### config.mk
export PLATFORM = sky130hd
export DESIGN_NAME = traffic_light_monitor
export DESIGN_NICKNAME = d
export VERILOG_FILES = /design/src/rtl/traffic_light_monitor_pkg.sv /design/src/rtl/tl_dwell_counter.sv /design/src/rtl/traffic_light_monitor.sv
export SDC_FILE = /design/constraint.sdc
export NUM_CORES = 1
export LEC_CHECK = 0
export ABC_AREA = 1
export BUFFER_PORTS_ARGS = -buffer_cell sky130_fd_sc_hd__buf_2
export CAP_MARGIN = 40
export CORE_MARGIN = 1
export CORE_UTILIZATION = 45
export DETAILED_ROUTE_END_ITERATION = 10
export HOLD_SLACK_MARGIN = 0.06
export PLACE_DENSITY = 0.71
export SLEW_MARGIN = 40
export SYNTH_ARGS = -nofsm -noshare
export SYNTH_HDL_FRONTEND = slang
export SYNTH_SLANG_ARGS = --single-unit
### constraint.sdc
create_clock -name clk -period 4.5 [get_ports clk]
set_clock_uncertainty 0.2 [all_clocks]
set_input_delay 0.9 -clock clk [delete_from_list [all_inputs] [get_ports clk]]
set_output_delay 0.9 -clock clk [all_outputs]
set_load 0.02 [all_outputs]
### src/rtl/traffic_light_monitor_pkg.sv
`default_nettype none
// ============================================================================
// Module   : traffic_light_monitor_pkg
// Purpose  : Shared types and constants for the traffic light monitor:
//            lamp-vector bit order, decoded phase codes, fault codes, the
//            monitor state enumeration and small decode helpers.
// Ports    : none (package)
// Revision : 1.0 - initial release
// ============================================================================
package traffic_light_monitor_pkg;

  // Lamp vector: bit0 red, bit1 yellow, bit2 green
  localparam int LAMP_RED_BIT    = 0;
  localparam int LAMP_YELLOW_BIT = 1;
  localparam int LAMP_GREEN_BIT  = 2;

  typedef logic [2:0] lamp_t;

  localparam lamp_t LAMP_NONE   = 3'b000;
  localparam lamp_t LAMP_RED    = 3'b001;
  localparam lamp_t LAMP_YELLOW = 3'b010;
  localparam lamp_t LAMP_GREEN  = 3'b100;

  // Decoded phase output; Y2R shares code 0 with SYNC and is told apart by sync_n
  localparam logic [1:0] PH_SYNC  = 2'd0;
  localparam logic [1:0] PH_RED   = 2'd1;
  localparam logic [1:0] PH_Y2G   = 2'd2;
  localparam logic [1:0] PH_GREEN = 2'd3;
  localparam logic [1:0] PH_Y2R   = 2'd0;

  typedef logic [2:0] err_code_t;

  localparam err_code_t ERR_NONE       = 3'd0;
  localparam err_code_t ERR_NOT_ONEHOT = 3'd1;
  localparam err_code_t ERR_ILLEGAL    = 3'd2;
  localparam err_code_t ERR_SHORT      = 3'd3;
  localparam err_code_t ERR_LONG       = 3'd4;

  typedef enum logic [2:0] {
    ST_SYNC  = 3'd0,
    ST_RED   = 3'd1,
    ST_Y2G   = 3'd2,
    ST_GREEN = 3'd3,
    ST_Y2R   = 3'd4
  } state_e;

  function automatic logic is_onehot(input lamp_t l);
    return (l == LAMP_RED) || (l == LAMP_YELLOW) || (l == LAMP_GREEN);
  endfunction

  // Lamp that is expected to be lit while sitting in a given state
  function automatic lamp_t state_lamp(input state_e s);
    lamp_t l;
    case (s)
      ST_RED:   l = LAMP_RED;
      ST_Y2G:   l = LAMP_YELLOW;
      ST_GREEN: l = LAMP_GREEN;
      ST_Y2R:   l = LAMP_YELLOW;
      default:  l = LAMP_NONE;
    endcase
    return l;
  endfunction

  function automatic logic [1:0] state_phase(input state_e s);
    logic [1:0] p;
    case (s)
      ST_RED:   p = PH_RED;
      ST_Y2G:   p = PH_Y2G;
      ST_GREEN: p = PH_GREEN;
      ST_Y2R:   p = PH_Y2R;
      default:  p = PH_SYNC;
    endcase
    return p;
  endfunction

endpackage
`default_nettype wire

### src/rtl/tl_dwell_counter.sv
`default_nettype none
// ============================================================================
// Module   : tl_dwell_counter
// Purpose  : Loadable saturating up-counter with compare-to-limit outputs.
//            Priority: rst > clr_i (load 0) > load_i (load 1) > inc_i.
// Ports    : clk, rst        - clock, synchronous active-high reset
//            clr_i           - force count to 0
//            load_i          - force count to 1 (first cycle of a phase)
//            inc_i           - increment, saturating at all-ones
//            limit_i         - compare value
//            count_o         - registered count
//            at_limit_o      - count_o == limit_i
//            below_limit_o   - count_o <  limit_i
// Revision : 1.0 - initial release
// ============================================================================
module tl_dwell_counter #(
  parameter int WIDTH = 4
) (
  input  logic             clk,
  input  logic             rst,
  input  logic             clr_i,
  input  logic             load_i,
  input  logic             inc_i,
  input  logic [WIDTH-1:0] limit_i,
  output logic [WIDTH-1:0] count_o,
  output logic             at_limit_o,
  output logic             below_limit_o
);

  localparam logic [WIDTH-1:0] C_ONE = {{(WIDTH-1){1'b0}}, 1'b1};
  localparam logic [WIDTH-1:0] C_MAX = {WIDTH{1'b1}};

  logic [WIDTH-1:0] count_q;

  always_ff @(posedge clk) begin
    if (rst) begin
      count_q <= '0;
    end else if (clr_i) begin
      count_q <= '0;
    end else if (load_i) begin
      count_q <= C_ONE;
    end else if (inc_i && (count_q != C_MAX)) begin
      count_q <= count_q + C_ONE;
    end
  end

  assign count_o       = count_q;
  assign at_limit_o    = (count_q == limit_i);
  assign below_limit_o = (count_q <  limit_i);

endmodule
`default_nettype wire

### src/rtl/traffic_light_monitor.sv
`default_nettype none
// ============================================================================
// Module   : traffic_light_monitor
// Purpose  : Watches the three lamps of a traffic light, tracks the
//            RED -> Y2G -> GREEN -> Y2R cycle, checks one-hot lamps, legal
//            transitions and per-phase dwell times, and reports faults and
//            completed cycles. All outputs are registered.
// Ports    : clk, rst            - clock, synchronous active-high reset
//            red, yellow, green  - observed lamps
//            phase               - 0 SYNC/Y2R, 1 RED, 2 Y2G, 3 GREEN
//            dwell               - cycles current lamp held (1 on entry)
//            sync_n              - 1 while tracking the cycle
//            error               - sticky fault flag
//            err_code            - code of first fault since reset
//            err_count           - saturating fault count
//            cycle_done          - pulse per fault-free Y2R->RED
//            cycle_count         - wrapping count of cycle_done pulses
// Revision : 1.0 - initial release
// ============================================================================
module traffic_light_monitor
  import traffic_light_monitor_pkg::*;
#(
  // Each timer must lie in 1..14 so the dwell counter never saturates first
  parameter int GREENTIMER  = 6,
  parameter int YELLOWTIMER = 2,
  parameter int REDTIMER    = 8
) (
  input  logic       clk,
  input  logic       rst,
  input  logic       red,
  input  logic       yellow,
  input  logic       green,
  output logic [1:0] phase,
  output logic [3:0] dwell,
  output logic       sync_n,
  output logic       error,
  output logic [2:0] err_code,
  output logic [7:0] err_count,
  output logic       cycle_done,
  output logic [7:0] cycle_count
);

  localparam logic [3:0] C_RED_LIMIT    = 4'(REDTIMER);
  localparam logic [3:0] C_YELLOW_LIMIT = 4'(YELLOWTIMER);
  localparam logic [3:0] C_GREEN_LIMIT  = 4'(GREENTIMER);

  lamp_t     lamps;
  state_e    state_q;
  state_e    state_d;
  state_e    legal_state;
  logic      partial_q;
  logic      tracking;
  logic      same_lamp;
  logic      legal_move;
  logic [3:0] limit;
  logic      at_limit;
  logic      below_limit;
  err_code_t fault_code;
  logic      fault;
  logic      cnt_clr;
  logic      cnt_load;
  logic      cnt_inc;

  always_comb begin
    lamps                  = LAMP_NONE;
    lamps[LAMP_RED_BIT]    = red;
    lamps[LAMP_YELLOW_BIT] = yellow;
    lamps[LAMP_GREEN_BIT]  = green;
  end

  assign tracking  = (state_q != ST_SYNC);
  assign same_lamp = (lamps == state_lamp(state_q));

  always_comb begin
    limit = 4'd0;
    case (state_q)
      ST_RED:          limit = C_RED_LIMIT;
      ST_Y2G, ST_Y2R:  limit = C_YELLOW_LIMIT;
      ST_GREEN:        limit = C_GREEN_LIMIT;
      default:         limit = 4'd0;
    endcase
  end

  // The one lamp change allowed out of each tracking state
  always_comb begin
    legal_state = ST_SYNC;
    legal_move  = 1'b0;
    case (state_q)
      ST_RED:   if (lamps == LAMP_YELLOW) begin legal_state = ST_Y2G;   legal_move = 1'b1; end
      ST_Y2G:   if (lamps == LAMP_GREEN)  begin legal_state = ST_GREEN; legal_move = 1'b1; end
      ST_GREEN: if (lamps == LAMP_YELLOW) begin legal_state = ST_Y2R;   legal_move = 1'b1; end
      ST_Y2R:   if (lamps == LAMP_RED)    begin legal_state = ST_RED;   legal_move = 1'b1; end
      default:  ;
    endcase
  end

  // Priority chain keeps only the lowest code when several checks fire.
  // The first red phase after SYNC is entered part-way, so its short-dwell
  // check is suppressed by partial_q.
  always_comb begin
    fault_code = ERR_NONE;
    if (tracking) begin
      if (!is_onehot(lamps)) begin
        fault_code = ERR_NOT_ONEHOT;
      end else if (!same_lamp && !legal_move) begin
        fault_code = ERR_ILLEGAL;
      end else if (legal_move && !partial_q && below_limit) begin
        fault_code = ERR_SHORT;
      end else if (same_lamp && at_limit) begin
        fault_code = ERR_LONG;
      end
    end
  end

  assign fault = (fault_code != ERR_NONE);

  always_comb begin
    if (fault) begin
      state_d = ST_SYNC;
    end else if (!tracking) begin
      state_d = (lamps == LAMP_RED) ? ST_RED : ST_SYNC;
    end else if (legal_move) begin
      state_d = legal_state;
    end else begin
      state_d = state_q;
    end
  end

  assign cnt_clr  = fault || (!tracking && (lamps != LAMP_RED));
  assign cnt_load = !fault && ((!tracking && (lamps == LAMP_RED)) || legal_move);
  assign cnt_inc  = !fault && tracking && same_lamp;

  tl_dwell_counter #(
    .WIDTH (4)
  ) u_dwell (
    .clk           (clk),
    .rst           (rst),
    .clr_i         (cnt_clr),
    .load_i        (cnt_load),
    .inc_i         (cnt_inc),
    .limit_i       (limit),
    .count_o       (dwell),
    .at_limit_o    (at_limit),
    .below_limit_o (below_limit)
  );

  always_ff @(posedge clk) begin
    if (rst) begin
      state_q     <= ST_SYNC;
      partial_q   <= 1'b1;
      phase       <= PH_SYNC;
      sync_n      <= 1'b0;
      error       <= 1'b0;
      err_code    <= ERR_NONE;
      err_count   <= 8'd0;
      cycle_done  <= 1'b0;
      cycle_count <= 8'd0;
    end else begin
      state_q    <= state_d;
      phase      <= state_phase(state_d);
      sync_n     <= (state_d != ST_SYNC);
      cycle_done <= 1'b0;
      if (fault) begin
        partial_q <= 1'b1;
        error     <= 1'b1;
        if (!error) begin
          err_code <= fault_code;
        end
        if (err_count != 8'hFF) begin
          err_count <= err_count + 8'd1;
        end
      end else if (tracking && legal_move) begin
        if (state_q == ST_RED) begin
          partial_q <= 1'b0;
        end
        if (state_q == ST_Y2R) begin
          cycle_done  <= 1'b1;
          cycle_count <= cycle_count + 8'd1;
        end
      end
    end
  end

endmodule
`default_nettype wire

; After elaboration in Yosys (flattened, before gate mapping)
; Index checks and enable logic that the tools add are counted.
; Widths: inputs -> output; s select.
[totals]
in_bits = 5
regBits = 32
[op_classes]
n_lt_le_gt_ge = 1
n_bitwise = 3
n_mux = 23
n_reduce_logical = 34
eq_ne = 15
n_addsub = 3
[ops]
columns = operator, n
row1 = $mux 3, 9
row2 = $add 8x1->8 const B, 2
row3 = $eq 3x2->1 const B, 5
row4 = $pmux 3 s4, 1
row5 = $pmux 4 s3, 1
row6 = $logic_and 1x1->1, 11
row7 = $eq 3x1->1 const B, 3
row8 = $pmux 3 s3, 1
row9 = $reduce_bool 3->1, 3
row10 = $ne 8x8->1 const B, 1
row11 = $reduce_or 2->1, 4
row12 = $mux 1, 7
row13 = $eq 3x3->1 const B, 2
row14 = $pmux 2 s3, 1
row15 = $reduce_and 2->1, 3
row16 = $reduce_or 3->1, 2
row17 = $logic_not 1->1, 5
row18 = $add 4x1->4 const B, 1
row19 = $eq 4x4->1, 1
row20 = $logic_or 1x1->1, 4
row21 = $lt 4x4->1, 1
row22 = $mux 2, 2
row23 = $ne 4x4->1 const B, 1
row24 = $eq 3x3->1, 1
row25 = 5 further kinds, 7

; Longest topological paths before layout
[logic_depth]
ltp_word = 17
ltp_mapped = 16
mapped_depth_nobuf = 15

; Hierarchy
; From an unflattened synthesis, not the netlist that was laid out.
[unflattened]
hier_cells = 263
hier_area_um2 = 1911.8
[by_module_without_submodules]
columns = mod, seq_area_each_um2, instances, area_per_inst_um2, cells_each
row1 = traffic_light_monitor, 560.5, 1, 1602.8, 218
row2 = tl_dwell_counter, 80.1, 1, 309.0, 45

; Worst setup path before layout
; OpenSTA, ideal clock, no wires.
[synth_timing]
path_type = input-to-reg
startpoint = input green
endpoint = register cycle_count[4]
path_slack_ns = 2.127
t_arrival_ns = 2.041
path_buffers = 0
setup_ns = 0.132
stages = 12
path_cell_list = nor3_4 -> nand2_4 -> nand3_4 -> inv_2 -> nand2_1 -> nand2_1 -> nand2_2 -> nand2_8 -> nor2_8 -> inv_2 -> nand2_1 -> a21oi_1
[synth_between]
elab_chain_cells = 12
elab_cells_between_ends = 25
[synth_rtl]
columns = element, line_no
row1 = "start, declared", traffic_light_monitor.sv:32  ; input logic green,
row2 = $eq 3x1->1 (tied with other cells), "traffic_light_monitor_pkg.sv:48, traffic_light_monitor.sv:92"
row3 = $mux 1 (on tied branches), -
row4 = $pmux 1 s3, traffic_light_monitor.sv:88  ; case (state_q)
row5 = $logic_and 1x1->1 (2 in a row), traffic_light_monitor.sv:107  ; end else if (legal_move && !partial_q && below_limit) begin
row6 = $mux 3, traffic_light_monitor.sv:107
row7 = $mux 3, traffic_light_monitor.sv:105  ; end else if (!same_lamp && !legal_move) begin
row8 = $mux 3, traffic_light_monitor.sv:103  ; if (!is_onehot(lamps)) begin
row9 = $mux 3, traffic_light_monitor.sv:102  ; if (tracking) begin
row10 = $reduce_bool 3->1, traffic_light_monitor.sv:115  ; assign fault = (fault_code != ERR_NONE);
row11 = $not 1->1 (no line), -
row12 = $reduce_and 3->1 (no line) (*), -
row13 = "end signal, assigned", traffic_light_monitor.sv:178  ; cycle_count <= cycle_count + 8'd1;
row14 = "end, declared", traffic_light_monitor.sv:40  ; output logic [7:0] cycle_count
; Every way passes the cells marked *; elsewhere a longest branch is shown, timed or not.
; A chain may end at the register's enable or synchronous reset.

; Worst setup path after layout
[layout_timing]
startpoint = register state_q[2]
endpoint = register cycle_count[7]
[layout_between]
elab_chain_cells = 13
elab_cells_between_ends = 28
[layout_rtl]
columns = element, line_no
row1 = "start, declared", traffic_light_monitor.sv:48  ; state_e state_q;
row2 = "start signal, assigned", traffic_light_monitor.sv:159  ; state_q <= state_d;
row3 = "parallel branches: the longest is 12 deep, another holds $lt 4x4->1", -
row4 = $reduce_and 3->1 (no line) (*), -
; Mark *: on every way between the ends.

==> impl_metrics.csv <==
group,metric,value,unit
cts,clock_tree.root_cell,"sky130_fd_sc_hd__clkbuf_8",
critical_path,worst-setup-path-type,"flop to flop",
cts,clock_insertion_delay_worst_skew,0.28,ns
floorplan,num_rows,22,
final_layout,summed_area_of_non_filler_cells_in_the_final_layout,2090,um2
timing,fin_crit,2.54,ns
cts,path_clk_slew,0.06,ns
detailed_routing,detail_route.drc_violations,0,
cts,tritoncts,"yes",
placed_design,place.gp.congestion,0.880,
power,totalPowerFinal,586,uW
critical_path,critPathMaxStageDelay,0.49,ns
placed_design,placedInstanceArea,2000,um2
logic_synthesis,area_of_the_mapped_netlist,1800,um2
outcome,status,"completed",
logic_synthesis,synth.top_cell.area_share,0.355,
logic_synthesis,synthesized_nets,258,
final_layout,layout_cells_sized_above_1,0.219,
final_layout,final_net_count,293,
logic_synthesis,synth.top_cells.by_area,"sky130_fd_sc_hd__dfxtp_1 (36%), sky130_fd_sc_hd__nand2_1 (13%), sky130_fd_sc_hd__a21oi_1 (6.9%), sky130_fd_sc_hd__nand3_1 (6.7%), sky130_fd_sc_hd__ha_1 (4.2%)",
power,leakage_dissipation,1.00,nW
detailed_routing,detailedRoute.firstIterationViolations,98,
detailed_routing,routed_wl,3.67,mm
cts,ctsHtreeMaxLevel,2,
timing,final_min_period_over_clock_period,0.565,
floorplan,floorplan.die.height,65.3,um
cts,cts_hold_buf,0,
timing,fmaxAchievable,0.393,GHz
critical_path,critPathSlowestCell,"sky130_fd_sc_hd__dfxtp_1",
final_layout,utilization,0.557,
logic_synthesis,flip_flop_and_latch_count_after_synthesis,32,
placed_design,dp_hpwl,2.79,mm
logic_synthesis,syn_avg_cell_area,7.30,um2
logic_synthesis,synthCells,247,
logic_synthesis,seq_area_frac_synth,0.355,
detailed_routing,drt-wirelength-per-cell,11.1,um
critical_path,timing.critical_path.cells,"inv_1, nand3_2, nand3_1, ha_1, nor3b_1, nand4_1, nand2_2, inv_4, nand2_8, nor2_8, inv_2, nand2_1, a21oi_1",
global_routing,first_global_vias,1471,
critical_path,worstPathBufferInverterCount,3,
detailed_routing,drt_pre_antenna_iters,4,
floorplan,die_area,4260,um2
logic_synthesis,synth_cell_type_count,33,
timing,report.final.slew_viol_count,0,
floorplan,initial_utilization,0.482,
floorplan,floorplan.core_area,3740,um2
timing,max_slew.worst_pin.slew,0.424,ns
timing,finalHoldViolCount,0,
placed_design,place.port_buffers,32,
timing,tns,0,ns
timing,timing.final.setup_violations,0,
timing,slew-limit-headroom,0.717,
cts,cts-buffers-inserted,5,
power,pwr_density_cell,281,nW/um2
logic_synthesis,synth_warnings,0,
critical_path,critPathMaxFanout,15,
timing,rsz0062_at_grt,"no",
cts,cts_setup_buffers,0,
final_layout,final.fill_count,365,
critical_path,worst-endpoint-arrival,2.55,ns
cts,post_cts_resized,0,
detailed_routing,vias,1678,
floorplan,chipWidth,65.3,um
global_routing,grt_pass1_wl,6.36,mm
global_routing,track_usage,0.194,
final_layout,antenna_cells_inserted,0,
cts,clockBufferDepth,2,
critical_path,critical_path_required,4.51,ns
global_routing,largest_net_degree_at_the_start_of_global_routing,22,
critical_path,cp-start-kind,"flop",
min_path,timing.hold.worst.class,"flop to flop",
detailed_routing,avgViaCountPerCell,5.07,
power,ir_drop,170,uV
critical_path,end_kind,"flop",
run,maxCapViolCount,0,
floorplan,num_io_pins,33,
global_routing,antenna_found_initial,0,
logic_synthesis,synth_largest_area_cell,"sky130_fd_sc_hd__dfxtp_1",
critical_path,timing.critical_path.max_delay_family,"simple AND/OR/NAND/NOR gates",
cts,clock_sinks,32,
global_routing,grt_remaining_overflow,0,
detailed_routing,ant_nets,0,
final_layout,area_growth_from_synthesis_to_layout,15.8,%
## cells in the final DEF (no fill, tap or decap), types with 2 or more instances in the layout
cell | Yosys | layout
sky130_fd_sc_hd__a311oi_1 | 2 | 2
sky130_fd_sc_hd__buf_2 | 0 | 32
sky130_fd_sc_hd__nor3_1 | 3 | 3
sky130_fd_sc_hd__clkbuf_8 | 0 | 6
sky130_fd_sc_hd__clkbuf_1 | 2 | 2
sky130_fd_sc_hd__inv_1 | 19 | 19
sky130_fd_sc_hd__nand3_1 | 24 | 24
sky130_fd_sc_hd__o21ai_0 | 6 | 6
sky130_fd_sc_hd__nand2_4 | 2 | 2
sky130_fd_sc_hd__a21oi_1 | 25 | 25
sky130_fd_sc_hd__nand3b_1 | 2 | 2
sky130_fd_sc_hd__nor2_1 | 17 | 17
sky130_fd_sc_hd__o21ai_1 | 2 | 2
sky130_fd_sc_hd__xor2_1 | 7 | 7
sky130_fd_sc_hd__ha_1 | 6 | 6
sky130_fd_sc_hd__nand2_2 | 5 | 5
sky130_fd_sc_hd__nand2_1 | 62 | 62
sky130_fd_sc_hd__nand3_2 | 2 | 2
sky130_fd_sc_hd__inv_2 | 6 | 6
sky130_fd_sc_hd__nand4_1 | 4 | 4
sky130_fd_sc_hd__xnor2_1 | 5 | 5
sky130_fd_sc_hd__nor2_2 | 2 | 2
sky130_fd_sc_hd__dfxtp_1 | 32 | 32
## synthesized netlist by cell type, drive strengths merged
master,instances
xor2,7
and3,1
ha,6
a311oi,2
inv,26
nor3,4
nand4,4
dfxtp,32
nor3b,1
nand3b,2
nand2,70
buf,2
nor2,21
xnor2,5
o211a,1
clkbuf,2
o21ai,8
a21oi,25
or2,1
nand3,27
## area by class of cell
class	instances	area, um2	share of cell area
repair buffers	32	160	0.0767
inverters	26	100	0.0480
clock buffers	8	90.1	0.0432
well taps	48	60.1	0.0288
flip-flops and latches	32	641	0.307
multi-input cells	185	1040	0.496
## state kept, by name, indices dropped and copies added (netlist names)
signal and flops:
sync_n 1, cycle_count 8, error 1, state_q 3, phase 2, u_dwell.count_o 4
cycle_done 1, err_code 3, err_count 8, partial_q 1
## worst register-to-register path, delay by kind of cell, from the launching register on
family / cells / cell delay, ns
buffers and inverters: 3 / 0.33
DFF: 1 / 0.49
and+or+nand+nor: 8 / 1.04
adders and majority gates: 1 / 0.28
AOI/OAI and AO/OA: 1 / 0.13
## layer usage
metal,GRT usage,wire length (um),part of all wire,up-vias
met5,0,0,0,-
met4,0.0897,66,0.018,0
met3,0.0417,170,0.046,7
met2,0.289,1570,0.43,50
met1,0.267,1860,0.51,737
li1,-,-,-,884
## kinds of logic after synthesis
logic type / synth area share
AND/OR/NAND/NOR: 0.368
adder cells (fa/ha/maj): 0.0416
buffers and inverters: 0.0701
flip-flops: 0.355
XOR/XNOR: 0.0583
AO/OA/AOI/OAI: 0.107
## per-stage QoR
step	setup slack, ns	hold WS (ns)	std cells
after floorplan	2.13	0.226	247
after global placement	1.81	0.253	323
after detailed placement	1.78	0.253	323
after CTS	1.97	0.263	331
after global routing	1.75	0.288	331
final	1.96	0.257	331
## worst paths after layout
check              from              to  slack, ns  cells past startpoint
min reg2reg   partial_q       partial_q       0.26                      2
max          state_q[2]  cycle_count[7]       1.96                     13
max reg2reg  state_q[2]  cycle_count[7]       1.96                     13
min           partial_q       partial_q       0.26                      2
## power by group
group	internal (mW)	total (mW)	leakage [nW]	switching [mW]
registers	0.289	0.295	0.258	0.00537
logic	0.0206	0.0707	0.696	0.0501
clock network	0.124	0.220	0.0455	0.0959
Power figures use the tool's default switching activity.
